$ cat src/rtl/fd_pkg.sv
// Shared types and default sizes for the divider issue stage.
// Holds the FSM state encoding and the queued request record.
// Ports: none (package).
package fd_pkg;

   localparam int FD_WIDTH = 16;   // operand / result width, matches the divider
   localparam int FD_TAG_W = 4;    // request tag width
   localparam int FD_DEPTH = 4;    // request FIFO entries

   typedef enum logic [1:0] {
      IDLE  = 2'd0,
      ISSUE = 2'd1,
      WAIT  = 2'd2,
      RESP  = 2'd3
   } fd_issue_state_t;

   // One queued divide request. The field widths follow the package
   // defaults, so a stage built with other WIDTH/TAG_W must use a matching package.
   typedef struct packed {
      logic [FD_TAG_W-1:0] tag;
      logic [FD_WIDTH-1:0] dividend;
      logic [FD_WIDTH-1:0] divisor;
   } fd_req_t;

endpackage

$ cat src/rtl/fd_issue_stage_if.sv
// Request, divider and result handshake bundle of the divider issue stage.
// Ports: req_* (valid/ready request in), fd_* (start/done divider side), res_* (valid/ready result out).
// slave = issue stage side, master = environment side (request source, divider, result sink).
interface fd_issue_stage_if
   import fd_pkg::*;
#(
   parameter int WIDTH = FD_WIDTH,
   parameter int TAG_W = FD_TAG_W
);
   logic             req_valid_in;
   logic             req_ready_out;
   logic [TAG_W-1:0] req_tag_in;
   logic [WIDTH-1:0] req_dividend_in;
   logic [WIDTH-1:0] req_divisor_in;

   logic             fd_start_out;
   logic [WIDTH-1:0] fd_dividend_out;
   logic [WIDTH-1:0] fd_divisor_out;
   logic             fd_done_in;
   logic [WIDTH-1:0] fd_quotient_in;
   logic [WIDTH-1:0] fd_remainder_in;

   logic             res_valid_out;
   logic             res_ready_in;
   logic [TAG_W-1:0] res_tag_out;
   logic [WIDTH-1:0] res_quotient_out;
   logic [WIDTH-1:0] res_remainder_out;
   logic             res_dbz_out;

   modport slave (
      input  req_valid_in, req_tag_in, req_dividend_in, req_divisor_in,
      output req_ready_out,
      output fd_start_out, fd_dividend_out, fd_divisor_out,
      input  fd_done_in, fd_quotient_in, fd_remainder_in,
      output res_valid_out, res_tag_out, res_quotient_out, res_remainder_out, res_dbz_out,
      input  res_ready_in
   );

   modport master (
      output req_valid_in, req_tag_in, req_dividend_in, req_divisor_in,
      input  req_ready_out,
      input  fd_start_out, fd_dividend_out, fd_divisor_out,
      output fd_done_in, fd_quotient_in, fd_remainder_in,
      input  res_valid_out, res_tag_out, res_quotient_out, res_remainder_out, res_dbz_out,
      output res_ready_in
   );

endinterface

$ cat src/rtl/fd_req_fifo.sv
// Request FIFO: DEPTH entries of fd_req_t, head visible combinationally, occupancy output.
// Latency: a push is visible at the head one cycle later; push and pop in one cycle keep the count.
// Backpressure: none internally; the caller never pushes when full or pops when empty.
// Ports: clk, rst (sync, active-high), i_push/i_push_dat, i_pop, o_head_dat, o_count.
module fd_req_fifo
   import fd_pkg::*;
#(
   parameter int DEPTH = FD_DEPTH
) (
   input  logic                       clk,
   input  logic                       rst,
   input  logic                       i_push,
   input  fd_req_t                    i_push_dat,
   input  logic                       i_pop,
   output fd_req_t                    o_head_dat,
   output logic [$clog2(DEPTH+1)-1:0] o_count
);
   localparam int CNT_W = $clog2(DEPTH+1);
   localparam int PTR_W = $clog2(DEPTH);

   fd_req_t          r_mem [DEPTH];
   logic [PTR_W-1:0] r_wr_ptr;
   logic [PTR_W-1:0] r_rd_ptr;
   logic [CNT_W-1:0] r_count;

   // Storage carries no reset: entries are only read once written.
   always_ff @(posedge clk) begin
      if (i_push) begin
         r_mem[r_wr_ptr] <= i_push_dat;
      end
   end

   // DEPTH is a power of two, so the pointers wrap by plain overflow.
   always_ff @(posedge clk) begin
      if (rst) begin
         r_wr_ptr <= '0;
         r_rd_ptr <= '0;
         r_count  <= '0;
      end else begin
         if (i_push) begin
            r_wr_ptr <= r_wr_ptr + PTR_W'(1);
         end
         if (i_pop) begin
            r_rd_ptr <= r_rd_ptr + PTR_W'(1);
         end
         case ({i_push, i_pop})
            2'b10:   r_count <= r_count + CNT_W'(1);
            2'b01:   r_count <= r_count - CNT_W'(1);
            default: r_count <= r_count;
         endcase
      end
   end

   assign o_head_dat = r_mem[r_rd_ptr];
   assign o_count    = r_count;

endmodule

$ cat src/rtl/fd_issue_stage.sv
// Issue stage in front of the fast divider: queues tagged requests, issues one at a time, returns results.
// Latency: accept at edge N into an empty idle stage -> start in cycle N+2; done in cycle M -> result valid from M+1.
// Backpressure: req_ready_out drops while the FIFO is full; a result is held until res_ready_in.
// Ports: clk, rst (sync, active-high), bus (fd_issue_stage_if.slave), count_out (FIFO occupancy), err_out (sticky stray done).
// Build option FD_DBZ_BYPASS_EN: zero divisors are answered locally (q=all ones, r=dividend, dbz=1) without starting the divider.
module fd_issue_stage
   import fd_pkg::*;
#(
   parameter int WIDTH = FD_WIDTH,
   parameter int TAG_W = FD_TAG_W,
   parameter int DEPTH = FD_DEPTH
) (
   input  logic                       clk,
   input  logic                       rst,
   fd_issue_stage_if.slave            bus,
   output logic [$clog2(DEPTH+1)-1:0] count_out,
   output logic                       err_out
);
   localparam int CNT_W = $clog2(DEPTH+1);

   fd_issue_state_t  r_state;
   fd_issue_state_t  w_state_nxt;
   logic             w_load_op;
   logic [CNT_W-1:0] w_count;
   logic             w_fifo_nempty;
   fd_req_t          w_push_dat;
   fd_req_t          w_head;
   logic             w_req_rdy;
   logic             w_push;
   logic             w_pop;
   logic             w_dbz;
   logic             w_issue_dbz;
   logic             w_done_wait;

   logic [TAG_W-1:0] r_op_tag;
   logic [WIDTH-1:0] r_op_dividend;
   logic [WIDTH-1:0] r_op_divisor;
   logic [TAG_W-1:0] r_res_tag;
   logic [WIDTH-1:0] r_res_quotient;
   logic [WIDTH-1:0] r_res_remainder;
   logic             r_err;

   always_comb begin
      w_push_dat          = '0;
      w_push_dat.tag      = bus.req_tag_in;
      w_push_dat.dividend = bus.req_dividend_in;
      w_push_dat.divisor  = bus.req_divisor_in;
   end

   // Ready is held low during reset so nothing is accepted into a FIFO being cleared.
   assign w_req_rdy     = !rst && (w_count != CNT_W'(DEPTH));
   assign w_push        = bus.req_valid_in && w_req_rdy;
   assign w_pop         = (r_state == ISSUE);
   assign w_fifo_nempty = (w_count != '0);

   fd_req_fifo #(
      .DEPTH (DEPTH)
   ) u_req_fifo (
      .clk        (clk),
      .rst        (rst),
      .i_push     (w_push),
      .i_push_dat (w_push_dat),
      .i_pop      (w_pop),
      .o_head_dat (w_head),
      .o_count    (w_count)
   );

`ifdef FD_DBZ_BYPASS_EN
   assign w_dbz = (r_op_divisor == '0);
`else
   assign w_dbz = 1'b0;
`endif

   assign w_issue_dbz = (r_state == ISSUE) && w_dbz;
   assign w_done_wait = (r_state == WAIT) && bus.fd_done_in;

   // The op registers are loaded on the edge that enters ISSUE, so the
   // operands are already stable in the start cycle and the ISSUE pop
   // only retires the entry that was copied.
   always_comb begin
      w_state_nxt = r_state;
      w_load_op   = 1'b0;
      case (r_state)
         IDLE: begin
            if (w_fifo_nempty) begin
               w_state_nxt = ISSUE;
               w_load_op   = 1'b1;
            end
         end
         ISSUE: begin
            w_state_nxt = w_dbz ? RESP : WAIT;
         end
         WAIT: begin
            if (bus.fd_done_in) begin
               w_state_nxt = RESP;
            end
         end
         RESP: begin
            if (bus.res_ready_in) begin
               if (w_fifo_nempty) begin
                  w_state_nxt = ISSUE;
                  w_load_op   = 1'b1;
               end else begin
                  w_state_nxt = IDLE;
               end
            end
         end
         default: w_state_nxt = IDLE;
      endcase
   end

   always_ff @(posedge clk) begin
      if (rst) begin
         r_state         <= IDLE;
         r_op_tag        <= '0;
         r_op_dividend   <= '0;
         r_op_divisor    <= '0;
         r_res_tag       <= '0;
         r_res_quotient  <= '0;
         r_res_remainder <= '0;
         r_err           <= 1'b0;
      end else begin
         r_state <= w_state_nxt;
         if (w_load_op) begin
            r_op_tag      <= w_head.tag;
            r_op_dividend <= w_head.dividend;
            r_op_divisor  <= w_head.divisor;
         end
         if (w_issue_dbz) begin
            r_res_tag       <= r_op_tag;
            r_res_quotient  <= '1;
            r_res_remainder <= r_op_dividend;
         end else if (w_done_wait) begin
            r_res_tag       <= r_op_tag;
            r_res_quotient  <= bus.fd_quotient_in;
            r_res_remainder <= bus.fd_remainder_in;
         end
         // A done pulse with no operation outstanding points at a divider/stage mismatch.
         if (bus.fd_done_in && (r_state != WAIT)) begin
            r_err <= 1'b1;
         end
      end
   end

`ifdef FD_DBZ_BYPASS_EN
   logic r_res_dbz;

   always_ff @(posedge clk) begin
      if (rst) begin
         r_res_dbz <= 1'b0;
      end else if (w_issue_dbz) begin
         r_res_dbz <= 1'b1;
      end else if (w_done_wait) begin
         r_res_dbz <= 1'b0;
      end
   end

   assign bus.res_dbz_out = r_res_dbz;
`else
   assign bus.res_dbz_out = 1'b0;
`endif

   assign bus.req_ready_out     = w_req_rdy;
   assign bus.fd_start_out      = (r_state == ISSUE) && !w_dbz;
   assign bus.fd_dividend_out   = r_op_dividend;
   assign bus.fd_divisor_out    = r_op_divisor;
   assign bus.res_valid_out     = (r_state == RESP);
   assign bus.res_tag_out       = r_res_tag;
   assign bus.res_quotient_out  = r_res_quotient;
   assign bus.res_remainder_out = r_res_remainder;
   assign count_out             = w_count;
   assign err_out               = r_err;

endmodule

$ cat src/flat_wrapper.sv
// flat-port wrapper written by rule: the top's interface ports become plain ports
module fd_issue_stage_flat import fd_pkg::*;
#(
   parameter int WIDTH = FD_WIDTH,
   parameter int TAG_W = FD_TAG_W,
   parameter int DEPTH = FD_DEPTH
)
  (clk, rst, count_out, err_out, bus_req_valid_in, bus_req_tag_in, bus_req_dividend_in, bus_req_divisor_in, bus_req_ready_out, bus_fd_start_out, bus_fd_dividend_out, bus_fd_divisor_out, bus_fd_done_in, bus_fd_quotient_in, bus_fd_remainder_in, bus_res_valid_out, bus_res_tag_out, bus_res_quotient_out, bus_res_remainder_out, bus_res_dbz_out, bus_res_ready_in);
  fd_issue_stage_if #(.WIDTH(WIDTH), .TAG_W(TAG_W)) bus_i ();
  input  logic clk;
  input  logic rst;
  output logic [$clog2(DEPTH+1)-1:0] count_out;
  output logic err_out;
  input wire logic [$bits(bus_i.req_valid_in)-1:0] bus_req_valid_in;
  input wire logic [$bits(bus_i.req_tag_in)-1:0] bus_req_tag_in;
  input wire logic [$bits(bus_i.req_dividend_in)-1:0] bus_req_dividend_in;
  input wire logic [$bits(bus_i.req_divisor_in)-1:0] bus_req_divisor_in;
  output wire logic [$bits(bus_i.req_ready_out)-1:0] bus_req_ready_out;
  output wire logic [$bits(bus_i.fd_start_out)-1:0] bus_fd_start_out;
  output wire logic [$bits(bus_i.fd_dividend_out)-1:0] bus_fd_dividend_out;
  output wire logic [$bits(bus_i.fd_divisor_out)-1:0] bus_fd_divisor_out;
  input wire logic [$bits(bus_i.fd_done_in)-1:0] bus_fd_done_in;
  input wire logic [$bits(bus_i.fd_quotient_in)-1:0] bus_fd_quotient_in;
  input wire logic [$bits(bus_i.fd_remainder_in)-1:0] bus_fd_remainder_in;
  output wire logic [$bits(bus_i.res_valid_out)-1:0] bus_res_valid_out;
  output wire logic [$bits(bus_i.res_tag_out)-1:0] bus_res_tag_out;
  output wire logic [$bits(bus_i.res_quotient_out)-1:0] bus_res_quotient_out;
  output wire logic [$bits(bus_i.res_remainder_out)-1:0] bus_res_remainder_out;
  output wire logic [$bits(bus_i.res_dbz_out)-1:0] bus_res_dbz_out;
  input wire logic [$bits(bus_i.res_ready_in)-1:0] bus_res_ready_in;
  assign bus_i.req_valid_in = bus_req_valid_in;
  assign bus_i.req_tag_in = bus_req_tag_in;
  assign bus_i.req_dividend_in = bus_req_dividend_in;
  assign bus_i.req_divisor_in = bus_req_divisor_in;
  assign bus_req_ready_out = bus_i.req_ready_out;
  assign bus_fd_start_out = bus_i.fd_start_out;
  assign bus_fd_dividend_out = bus_i.fd_dividend_out;
  assign bus_fd_divisor_out = bus_i.fd_divisor_out;
  assign bus_i.fd_done_in = bus_fd_done_in;
  assign bus_i.fd_quotient_in = bus_fd_quotient_in;
  assign bus_i.fd_remainder_in = bus_fd_remainder_in;
  assign bus_res_valid_out = bus_i.res_valid_out;
  assign bus_res_tag_out = bus_i.res_tag_out;
  assign bus_res_quotient_out = bus_i.res_quotient_out;
  assign bus_res_remainder_out = bus_i.res_remainder_out;
  assign bus_res_dbz_out = bus_i.res_dbz_out;
  assign bus_i.res_ready_in = bus_res_ready_in;
  fd_issue_stage #(.WIDTH(WIDTH), .TAG_W(TAG_W), .DEPTH(DEPTH)) u_core (.clk(clk), .rst(rst), .bus(bus_i), .count_out(count_out), .err_out(err_out));
endmodule
$ cat config.mk
export PLATFORM = sky130hd
export DESIGN_NAME = fd_issue_stage_flat
export DESIGN_NICKNAME = d
export VERILOG_FILES = /design/src/rtl/fd_pkg.sv /design/src/rtl/fd_issue_stage_if.sv /design/src/rtl/fd_req_fifo.sv /design/src/rtl/fd_issue_stage.sv /design/src/flat_wrapper.sv
export SDC_FILE = /design/constraint.sdc
export NUM_CORES = 1
export LEC_CHECK = 0
export CORE_MARGIN = 10
export CORE_UTILIZATION = 56
export DETAILED_ROUTE_END_ITERATION = 12
export PLACE_DENSITY_LB_ADDON = 0.3
export SKIP_CTS_REPAIR_TIMING = 1
export SLEW_MARGIN = 20
export SYNTH_ARGS = -nofsm -noshare
export SYNTH_HDL_FRONTEND = slang
export SYNTH_SLANG_ARGS = --single-unit
$ cat constraint.sdc
create_clock -name clk -period 7.05 [get_ports clk]
set_clock_uncertainty 0.15 [all_clocks]
set_input_delay 2.115 -clock clk [delete_from_list [all_inputs] [get_ports clk]]
set_output_delay 2.115 -clock clk [all_outputs]
set_load 0.05 [all_outputs]
* Yosys cells after proc, flatten, opt, wreduce, memory -nomap -nowiden
Memories as Yosys holds them, arrays and structs flattened. A register that Yosys moved wholly into a read port is not among the register bits. Cells that the tools add are included.
Storage, ports and cells: bits in registers 46, bits in writable memories 144, input port bits 73, output and inout port bits 76, logic and storage cells 43, memories kept 1
Memories:
- u_core.u_req_fifo.r_mem | depth 4, bits a word 36, rd ports 1, clocked after Yosys merged registers in 1, wr ports 1, line fd_req_fifo.sv:21 | fd_req_t r_mem [DEPTH];
Cells by class: add/sub/neg operators 4, equal/unequal tests 10, mux-type cells 11, reductions and logical operators 9
Operators by type and width (count):
- 2-bit case mux with 4 select lines | 1
- 2-bit == test, second input constant | 3
- 2-bit two-way mux | 3
- 3-bit case mux with 2 select lines | 1
- 1-bit two-way mux | 5
- 2-bit by 1-bit adder with 2-bit output, second input constant | 2
- 2-bit by 1-bit == test with 1-bit output, second input constant | 2
- 1-bit logical AND | 4
- 2-bit by 1-bit inequality test with 1-bit output, second input constant | 2
- 2-bit inequality test, second input constant | 2
- 3-bit by 1-bit adder with 3-bit output, second input constant | 1
- 3-bit inequality test, second input constant | 1
- 3-bit AND reduction | 1
- 3-bit nonzero test | 1
- 3-bit by 1-bit subtractor with 3-bit output, second input constant | 1
- 2-bit zero test | 1
- 1-bit case mux with 2 select lines | 1
- 2-bit nonzero test | 1
- 1-bit zero test | 1

* Logic depth before layout (Yosys ltp)
Gate-level depths: netlist of run 1.
depth after elaboration 5, gate-level depth with buffers 9, mapped depth without buffers 9

* Cells and area by module
Synthesis of run 1 repeated with hierarchy kept, for this count alone.
Unflattened totals: cell total of the unflattened synthesis 576, area total of the unflattened synthesis 8503.2 um^2
Modules (own cells, without submodules):
- fd_req_fifo | instances 1, cells an instance 229, area each 5661.7 um^2
- fd_issue_stage | instances 1, cells an instance 347, area each 2841.5 um^2

* Least setup slack after synthesis of run 1
OpenSTA, ideal clock, no wires.
kind in2out, from input rst, to output bus_req_ready_out, data arrival time 3.192 ns, data required time 4.785 ns, slack 1.593 ns, stages 3, cell sequence buf_2 buf_4 a21oi_1
Between the ends: longest elaborated chain between the ends 2
Ends and longest elaborated chain:
- start: declaration | line flat_wrapper.sv:11 | input logic rst;
- 1-bit zero test | line fd_issue_stage.sv:51 | assign w_req_rdy = !rst && (w_count != CNT_W'(DEPTH));
- 1-bit logical AND | line fd_issue_stage.sv:51
- end: declaration | line flat_wrapper.sv:18 | output wire logic [$bits(bus_i.req_ready_out)-1:0] bus_req_ready_out;
Every way passes these cells.

* Final worst setup path of run 1
Ends and elaborated chain as after synthesis.

==> results of run 1 <==
## final cells by class
| type | count | area (µm²) | share of cell area |
|---|---|---|---|
| sequential | 226 | 5970 | 0.560 |
| multi-input combinational | 307 | 2220 | 0.208 |
| timing repair buffer | 151 | 1500 | 0.141 |
| clock buffer | 35 | 634 | 0.0595 |
| tap | 184 | 230 | 0.0216 |
| clock inverter | 5 | 55.1 | 0.00517 |
| inverter | 13 | 48.8 | 0.00458 |
## per-stage QoR
step                      instances  hold WS, ns  utilization  total power (µW)
after CTS                       921        0.305        0.727              4160
after floorplan                 577        0.282            -              2680
after global placement          881        0.290        0.680              3010
after global routing            921        0.326        0.728              4320
final                           921        0.304        0.728              4120
after detailed placement        881        0.297        0.680              3050
## report_power, final
| group | total, µW | switching, µW | internal (µW) |
|---|---|---|---|
| clock network | 1100 | 449 | 656 |
| registers | 1690 | 124 | 1570 |
| logic | 1320 | 828 | 490 |
## cell usage in the layout (no fill, tap or decap), drive strengths merged, types with 5 or more instances in the layout
master         synthesis  final
a21oi                 77     77
buf                   23      5
clkbuf                 8     35
clkdlybuf4s50          0    146
dfxtp                 82     82
edfxtp               144    144
ha                    10     10
inv                   13     14
mux4                  36     36
nand2                147    147
nor2                  10     10
## state kept, by name, summed over array words and instances (netlist names)
name,count
u_core.bus.res_quotient_out,16
u_core.bus.res_tag_out,4
u_core.err_out,1
u_core.u_req_fifo.o_count,3
u_core.u_req_fifo.r_wr_ptr,2
u_core.r_state,2
u_core.bus.res_remainder_out,16
u_core.u_req_fifo.r_rd_ptr,2
u_core.bus.fd_dividend_out,16
u_core.bus.fd_divisor_out,16
u_core.u_req_fifo.r_mem,144
u_core.r_op_tag,4
## layer usage
layer,global-route usage,routed length (µm),vias to the layer above
li1,-,-,2360
met1,0.201,7170,2468
met2,0.298,8650,186
met3,0.0544,1600,32
met4,0.0456,347,2
met5,0,18,-
## worst paths after layout
check,startpoint,to,slack (ns),cells after the start
max,rst,bus_req_ready_out,1.64,3
min,u_core.bus.fd_dividend_out[2],u_core.bus.fd_dividend_out[2],0.30,2
max reg2reg,u_core.u_req_fifo.o_count[0],u_core.u_req_fifo.r_mem[2][7],4.55,3
min reg2reg,u_core.bus.fd_dividend_out[2],u_core.bus.fd_dividend_out[2],0.30,2
## kinds of logic after synthesis
logic type / Yosys count / synth area share
adders and majority gates: 11 / 0.0172
xor gates and xnor gates: 5 / 0.00520
and+or+nand+nor: 167 / 0.0840
muxes: 37 / 0.0975
AOI/OAI and AO/OA: 86 / 0.0589
DFF: 226 / 0.709
other: 1 / 0.000445
buffers and inverters: 44 / 0.0281
## worst max-delay path: cells and delay by family
kind / cells / cell delay (ns)
compound gates: 1 / 0.10
buf+inv: 2 / 0.92
==> results.tsv, run 1 <==
stage	metric	value	unit
outcome	outcome	complete, no violations	
cts	clk_latency	0.49	ns
setup_path	cpPeakStageDelay	0.81	ns
route	route.detailed.drc	0	
setup_path	crit_fanout	2	
placement	place.gp.congestion	0.789	
cts	cts_tree	yes	
logic_synthesis	synth_top_area_frac	0.514	
timing	setup_slack	1.64	ns
logic_synthesis	synth_most_common_cell	edfxtp_1	
setup_path	worstPathArrival	3.14	ns
cts	numCtsBuffers	22	
global_routing	grt_overflow	0	
final_layout	nets	805	
route	viasPerCell	5.48	
die	ios	149	
cts	clk_pin_slew	0.06	ns
final_layout	area_growth_syn_to_layout	26.6	%
global_routing	track_usage	0.171	
route	drt_iter0_drc	271	
power_and_ir_drop	cellPowerDensity	386	nW/µm²
logic_synthesis	async_flop_share	0	
timing	setup_tns	0	ns
logic_synthesis	avgSynthCellArea	14.6	µm²
logic_synthesis	ys_top_cells_by_count	edfxtp_1 (144), nand2_1 (137), dfxtp_1 (82)	
route	drt-pass1-iter-count	6	
global_routing	grt_first_pass_wirelength	27900	µm
die	core_area	14600	µm²
run	max-cap-violations	0	
logic_synthesis	syn_inst	577	
global_routing	grt_max_degree	85	
logic_synthesis	ys_types	34	
logic_synthesis	synth_top_flop_cell	edfxtp_1	
timing	setup_viol	0	
worst_hold_path	hp-class	reg2reg	
die	die_w	143	µm
logic_synthesis	yosysTopAreaCell	edfxtp_1	
cts	cts_sinks	226	
logic_synthesis	synth-seq-area-share	0.709	
die	die_h	143	µm
route	ant_nets	0	
setup_path	cp_slowest_cell	clkdlybuf4s50_1	
timing	hold_viol_final	0	
logic_synthesis	ys_seq_elements	226	
setup_path	crit_path_end_kind	primary output	
power_and_ir_drop	p_leak	0.00346	µW
global_routing	grt_pass1_vias	5364	
setup_path	start_kind	input pin	
timing	report.final.slew_viol_count	0	
timing	fin_crit_sh	0.767	
cts	clock_path_buffers	3	
final_layout	diodes	0	
setup_path	worstPathCellList	buf_4 -> a21oi_1 -> clkdlybuf4s50_1	
logic_synthesis	ys_top_cells_by_area	edfxtp_1 (51%), dfxtp_1 (20%), mux4_2 (9.6%)	
power_and_ir_drop	ir_drop	0.000324	V
timing	finalCriticalPeriod	5.41	ns
logic_synthesis	synth_warnings	0	
cts	cts_root_buf	clkbuf_16	
final_layout	drive_above_1_share	0.140	
die	start_util	0.575	
timing	max_freq	0.185	GHz
setup_path	crit_type	in2out	
cts	htree_levels	1	
logic_synthesis	syn_area	8420	µm²
final_layout	nFillCells	920	
setup_path	critPathRequiredTime	4.79	ns
timing	rsz0062_at_grt	no	
placement	numPortBuffers	147	
timing	max_slew_margin	0.330	
route	vias	5048	
placement	pre_cts_slack	1.63	ns
final_layout	final_area	10700	µm²
logic_synthesis	synth_nets	661	
route	wl_per_cell	19.3	µm
placement	hpwl	11400	µm
global_routing	antenna_found_initial	1	
logic_synthesis	synth-edff-count	144	
timing	worst-slew-pin-transition	1.01	ns
route	drt_wl_total	17800	µm
die	die-area	20300	µm²
placement	dpl_cell_area	9960	µm²
die	row_count	44	
(Power assumes the default switching activity.)
==> run 2, diff against run 1 <==
CORE_UTILIZATION = 52   (was 56)
clock period = 5 ns   (was 7.05 ns; I/O delays follow)
==> results.tsv, run 2 (same netlist as run 1, synthesis figures left out) <==
stage	metric	value	unit
timing	hold_viol_final	0	
route	drt-pass1-iter-count	4	
setup_path	r2r_slack	2.42	ns
final_layout	nFillCells	1135	
worst_hold_path	min_path_cells	2	
final_layout	largest_register	u_core.u_req_fifo.r_mem	
timing	setup_viol	0	
setup_path	regToRegStartpoint	u_core.u_req_fifo.o_count[0]	
route	m1WireLength	7840	µm
setup_path	worstPathCellList	buf_4 -> a21oi_1 -> clkdlybuf4s50_1	
final_layout	largest_reg_flops	144	
route	ant_nets	0	
die	ios	149	
timing	finalCriticalPeriod	4.20	ns
power_and_ir_drop	ir_drop	0.000328	V
die	die_h	147	µm
timing	rsz0062_at_grt	no	
setup_path	start_kind	input pin	
global_routing	grt_pass1_vias	5282	
setup_path	critPathRequiredTime	3.35	ns
worst_hold_path	min-delay-start	u_core.bus.res_quotient_out[1]	
final_layout	final_area	10800	µm²
cts	numCtsBuffers	22	
setup_path	cpPeakStageDelay	0.82	ns
die	row_count	46	
timing	worst-slew-pin-transition	1.00	ns
run	max-cap-violations	0	
die	die_w	147	µm
placement	dpl_cell_area	10000	µm²
power_and_ir_drop	p_seq_frac	0.404	
route	vias	5078	
route	met2_length	8650	µm
cts	clk_latency	0.49	ns
global_routing	antenna_found_initial	0	
final_layout	drive_above_1_share	0.148	
setup_path	cp_slowest_cell	clkdlybuf4s50_1	
setup_path	r2r_end	u_core.u_req_fifo.r_mem[1][15]	
placement	place_inst	917	
cts	cts_sinks	226	
worst_hold_path	min_to	u_core.bus.res_quotient_out[1]	
final_layout	layout_common_cells	clkdlybuf4s50_1 (146), edfxtp_1 (144), nand2_1 (136), dfxtp_1 (80), a21oi_1 (67)	
outcome	outcome	complete, no violations	
power_and_ir_drop	switchingPower	2000	µW
final_layout	mostFrequentLayoutCell	clkdlybuf4s50_1	
global_routing	grt_first_pass_wirelength	28900	µm
cts	clock_path_buffers	3	
route	wl_per_cell	18.9	µm
setup_path	crit_type	in2out	
timing	max_slew_margin	0.334	
setup_path	reg2reg_depth	4	
route	drt_wl_total	18100	µm
global_routing	grt_overflow	0	
final_layout	diodes	0	
power_and_ir_drop	cellPowerDensity	553	nW/µm²
setup_path	crit_path_end_kind	primary output	
power_and_ir_drop	combPwrFrac	0.308	
route	met3_wirelength	1240	µm
placement	numPortBuffers	147	
cts	cts_root_buf	clkbuf_16	
setup_path	crit_fanout	3	
die	start_util	0.530	
timing	hold_ws	0.304	ns
timing	max_freq	0.238	GHz
timing	setup_tns	0	ns
die	core_area	15900	µm²
final_layout	area_growth_syn_to_layout	28.3	%
setup_path	worstPathArrival	2.55	ns
cts	cts_tree	yes	
route	highest_layer	met4	
cts	clk_pin_slew	0.05	ns
route	viasPerCell	5.31	
power_and_ir_drop	p_leak	0.00352	µW
worst_hold_path	hp-class	reg2reg	
timing	fin_crit_sh	0.840	
die	die-area	21700	µm²
route	drt_iter0_drc	280	
final_layout	nets	809	
global_routing	grt_max_degree	84	
power_and_ir_drop	p_clk_frac	0.288	
cts	htree_levels	1	
placement	hpwl	11900	µm
placement	place.gp.congestion	0.729	
timing	report.final.slew_viol_count	0	
route	route.detailed.drc	0	
power_and_ir_drop	power_switching_share	0.334	
final_layout	finalNonFillerCells	957	
power_and_ir_drop	intPower	3970	µW
global_routing	track_usage	0.164	
run 2: cell count changes in the layout (fill, tap and decap cells not counted):
| cell | delta |
|---|---|
| clkinvlp_4 | +1 |
| buf_4 | +4 |
| clkbuf_1 | -3 |
| bufinv_16 | +3 |
| inv_8 | -1 |
| clkbuf_4 | -1 |
| clkinv_2 | +1 |
run 2: per-stage QoR:
stage                     worst slack (ns)  total power [µW]   util
after floorplan                      0.773              3770      -
after global placement               0.775              4270  0.632
after detailed placement             0.780              4310  0.632
after CTS                            0.780              6030  0.680
after global routing                 0.758              6250  0.680
final                                0.799              5970  0.680
run 2: cell type report:
type | count | area, µm² | area share
clock buffers | 31 | 616 | 0.0570
clock inverters | 9 | 146 | 0.0136
inverters | 13 | 48.8 | 0.00452
multi-input cells | 307 | 2220 | 0.206
flip-flops and latches | 226 | 5970 | 0.553
well taps | 216 | 270 | 0.0250
repair buffers | 155 | 1530 | 0.142
run 2: critical path, delay by kind of cell:
family	cells	cell delay (ns)
AOI/OAI and AO/OA	1	0.11
buffers and inverters	2	0.94
run 2: power by group through the flow:
| stage | registers, µW | logic [µW] | clock network, µW |
|---|---|---|---|
| final | 2410 | 1840 | 1720 |
| after global routing | 2450 | 1970 | 1830 |
| after CTS | 2410 | 1870 | 1750 |
| after detailed placement | 2450 | 1860 | 0 |
| after global placement | 2440 | 1830 | 0 |
| after floorplan | 2810 | 960 | 0 |
run 2: worst max-delay path by stage:
stage | end | slack, ns | start | cells past startpoint
CTS | bus_req_ready_out | 0.78 | rst | 3
global placement | bus_req_ready_out | 0.77 | rst | 3
floorplan | bus_req_ready_out | 0.77 | rst | 3
global route | bus_req_ready_out | 0.76 | rst | 3
finish | bus_req_ready_out | 0.80 | rst | 3
detailed placement | bus_req_ready_out | 0.78 | rst | 3
run 2: layer usage:
metal	up-vias	GRT usage
met4	0	0.0466
met1	2507	0.213
met2	168	0.271
met3	30	0.0387
met5	-	0
li1	2373	-
==> run 3, diff against run 2 <==
CORE_UTILIZATION = 47   (was 52)
clock period = 3.62 ns   (was 5 ns; I/O delays follow)
==> results.tsv, run 3 (same netlist as run 1, synthesis figures left out) <==
stage	metric	value	unit
outcome	outcome	complete, no violations	
die	core_area	17400	µm²
worst_hold_path	min_path_cells	2	
placement	place_inst	930	
power_and_ir_drop	power	8220	µW
final_layout	largest_reg_flops	144	
final_layout	largest_register	u_core.u_req_fifo.r_mem	
placement	pre_cts_slack	0.445	ns
timing	worst-slew-pin-transition	1.08	ns
route	drt_iter0_drc	289	
cts	numCtsBuffers	23	
die	row_count	48	
die	die_h	154	µm
final_layout	finalNonFillerCells	972	
placement	dpl_cell_area	10100	µm²
run	max-cap-violations	0	
setup_path	critPathRequiredTime	2.38	ns
final_layout	layout_common_cells	clkdlybuf4s50_1 (145), edfxtp_1 (144), nand2_1 (137), dfxtp_1 (80), a21oi_1 (67)	
route	viasPerCell	5.27	
die	die_w	154	µm
final_layout	drive_above_1_share	0.153	
placement	place.gp.congestion	0.863	
timing	report.final.slew_viol_count	0	
global_routing	grt_max_degree	51	
timing	rsz0062_at_grt	no	
cts	cts_sinks	226	
die	start_util	0.483	
route	drt_wl_total	18500	µm
cts	cts_tree	yes	
route	ant_nets	0	
power_and_ir_drop	cellPowerDensity	757	nW/µm²
global_routing	track_usage	0.153	
route	m1WireLength	7470	µm
setup_path	crit_fanout	5	
final_layout	nFillCells	1292	
setup_path	start_kind	register	
setup_path	reg2reg_depth	6	
final_layout	nets	814	
route	route.detailed.drc	0	
cts	clk_latency	0.51	ns
final_layout	diodes	0	
timing	setup_slack	0.271	ns
global_routing	grt_overflow	0	
final_layout	final_area	10900	µm²
setup_path	crit_path_end_kind	primary output	
global_routing	grt_first_pass_wirelength	29400	µm
global_routing	grt_pass1_vias	5451	
power_and_ir_drop	p_leak	0.00354	µW
die	ios	149	
placement	hpwl	11900	µm
cts	clock_path_buffers	3	
cts	htree_levels	1	
route	drt-pass1-iter-count	5	
timing	fin_crit_sh	0.925	
cts	clk_pin_slew	0.06	ns
final_layout	area_growth_syn_to_layout	29.1	%
route	vias	5119	
timing	setup_tns	0	ns
timing	hold_viol_final	0	
timing	finalCriticalPeriod	3.35	ns
route	met3_wirelength	1600	µm
final_layout	mostFrequentLayoutCell	clkdlybuf4s50_1	
placement	numPortBuffers	147	
power_and_ir_drop	ir_drop	0.000444	V
cts	cts_root_buf	clkbuf_16	
timing	max_freq	0.299	GHz
timing	setup_viol	0	
worst_hold_path	hp-class	reg2reg	
setup_path	crit_type	reg2out	
timing	max_slew_margin	0.283	
route	wl_per_cell	19.1	µm
die	die-area	23700	µm²
route	met2_length	9070	µm
global_routing	antenna_found_initial	0	
setup_path	worstPathArrival	2.11	ns
route	highest_layer	met4	
==> run 3: cell types whose count changed in the layout (fill, tap and decap cells not counted), sizes merged <==
cell,previous run,this run
buf,9,14
bufinv,4,2
clkbuf,31,35
clkdlybuf4s50,146,145
clkinvlp,1,0
inv,13,14
==> run 3: metrics by stage <==
step	utilization	hold slack, ns
6_report	0.624	0.306
2_1_floorplan	-	0.282
3_5_place_dp	0.581	0.301
5_1_grt	0.624	0.323
3_3_place_gp	0.581	0.292
4_1_cts	0.624	0.309
==> run 3: final timing paths <==
| path | end | slack [ns] | start |
|---|---|---|---|
| worst max-delay path | bus_fd_start_out | 0.27 | u_core.r_state[1] |
| worst min-delay path | u_core.bus.res_quotient_out[0] | 0.31 | u_core.bus.res_quotient_out[0] |
| worst max register to register | u_core.bus.fd_dividend_out[15] | 1.28 | u_core.r_state[0] |
| worst min register to register | u_core.bus.res_quotient_out[0] | 0.31 | u_core.bus.res_quotient_out[0] |
==> run 3: power breakdown <==
part / leakage, µW / switching, µW / total, µW / internal, µW
registers: 0.00197 / 332 / 3390 / 3060
logic: 0.00120 / 1540 / 2520 / 976
clock network: 0.000367 / 922 / 2310 / 1390
total: 0.00354 / 2800 / 8220 / 5420
==> run 3: critical path: stages (launching register included) <==
cell             delay [ns]
dfxtp_1                0.35
inv_1                  0.13
ha_1                   0.26
clkdlybuf4s50_1        0.87
==> run 3: final cells by class <==
class,count,area [µm²],share of cell area
clock buffer,35,651,0.0599
sequential,226,5970,0.550
timing repair buffer,159,1590,0.147
multi-input combinational,307,2220,0.204
clock inverter,7,103,0.00944
tap,225,282,0.0259
inverter,13,48.8,0.00449
==> run 3: metal layers <==
layer,track usage,up-vias
li1,-,2375
met1,0.186,2503
met4,0.0378,0
met5,0,-
met3,0.0471,27
met2,0.261,214
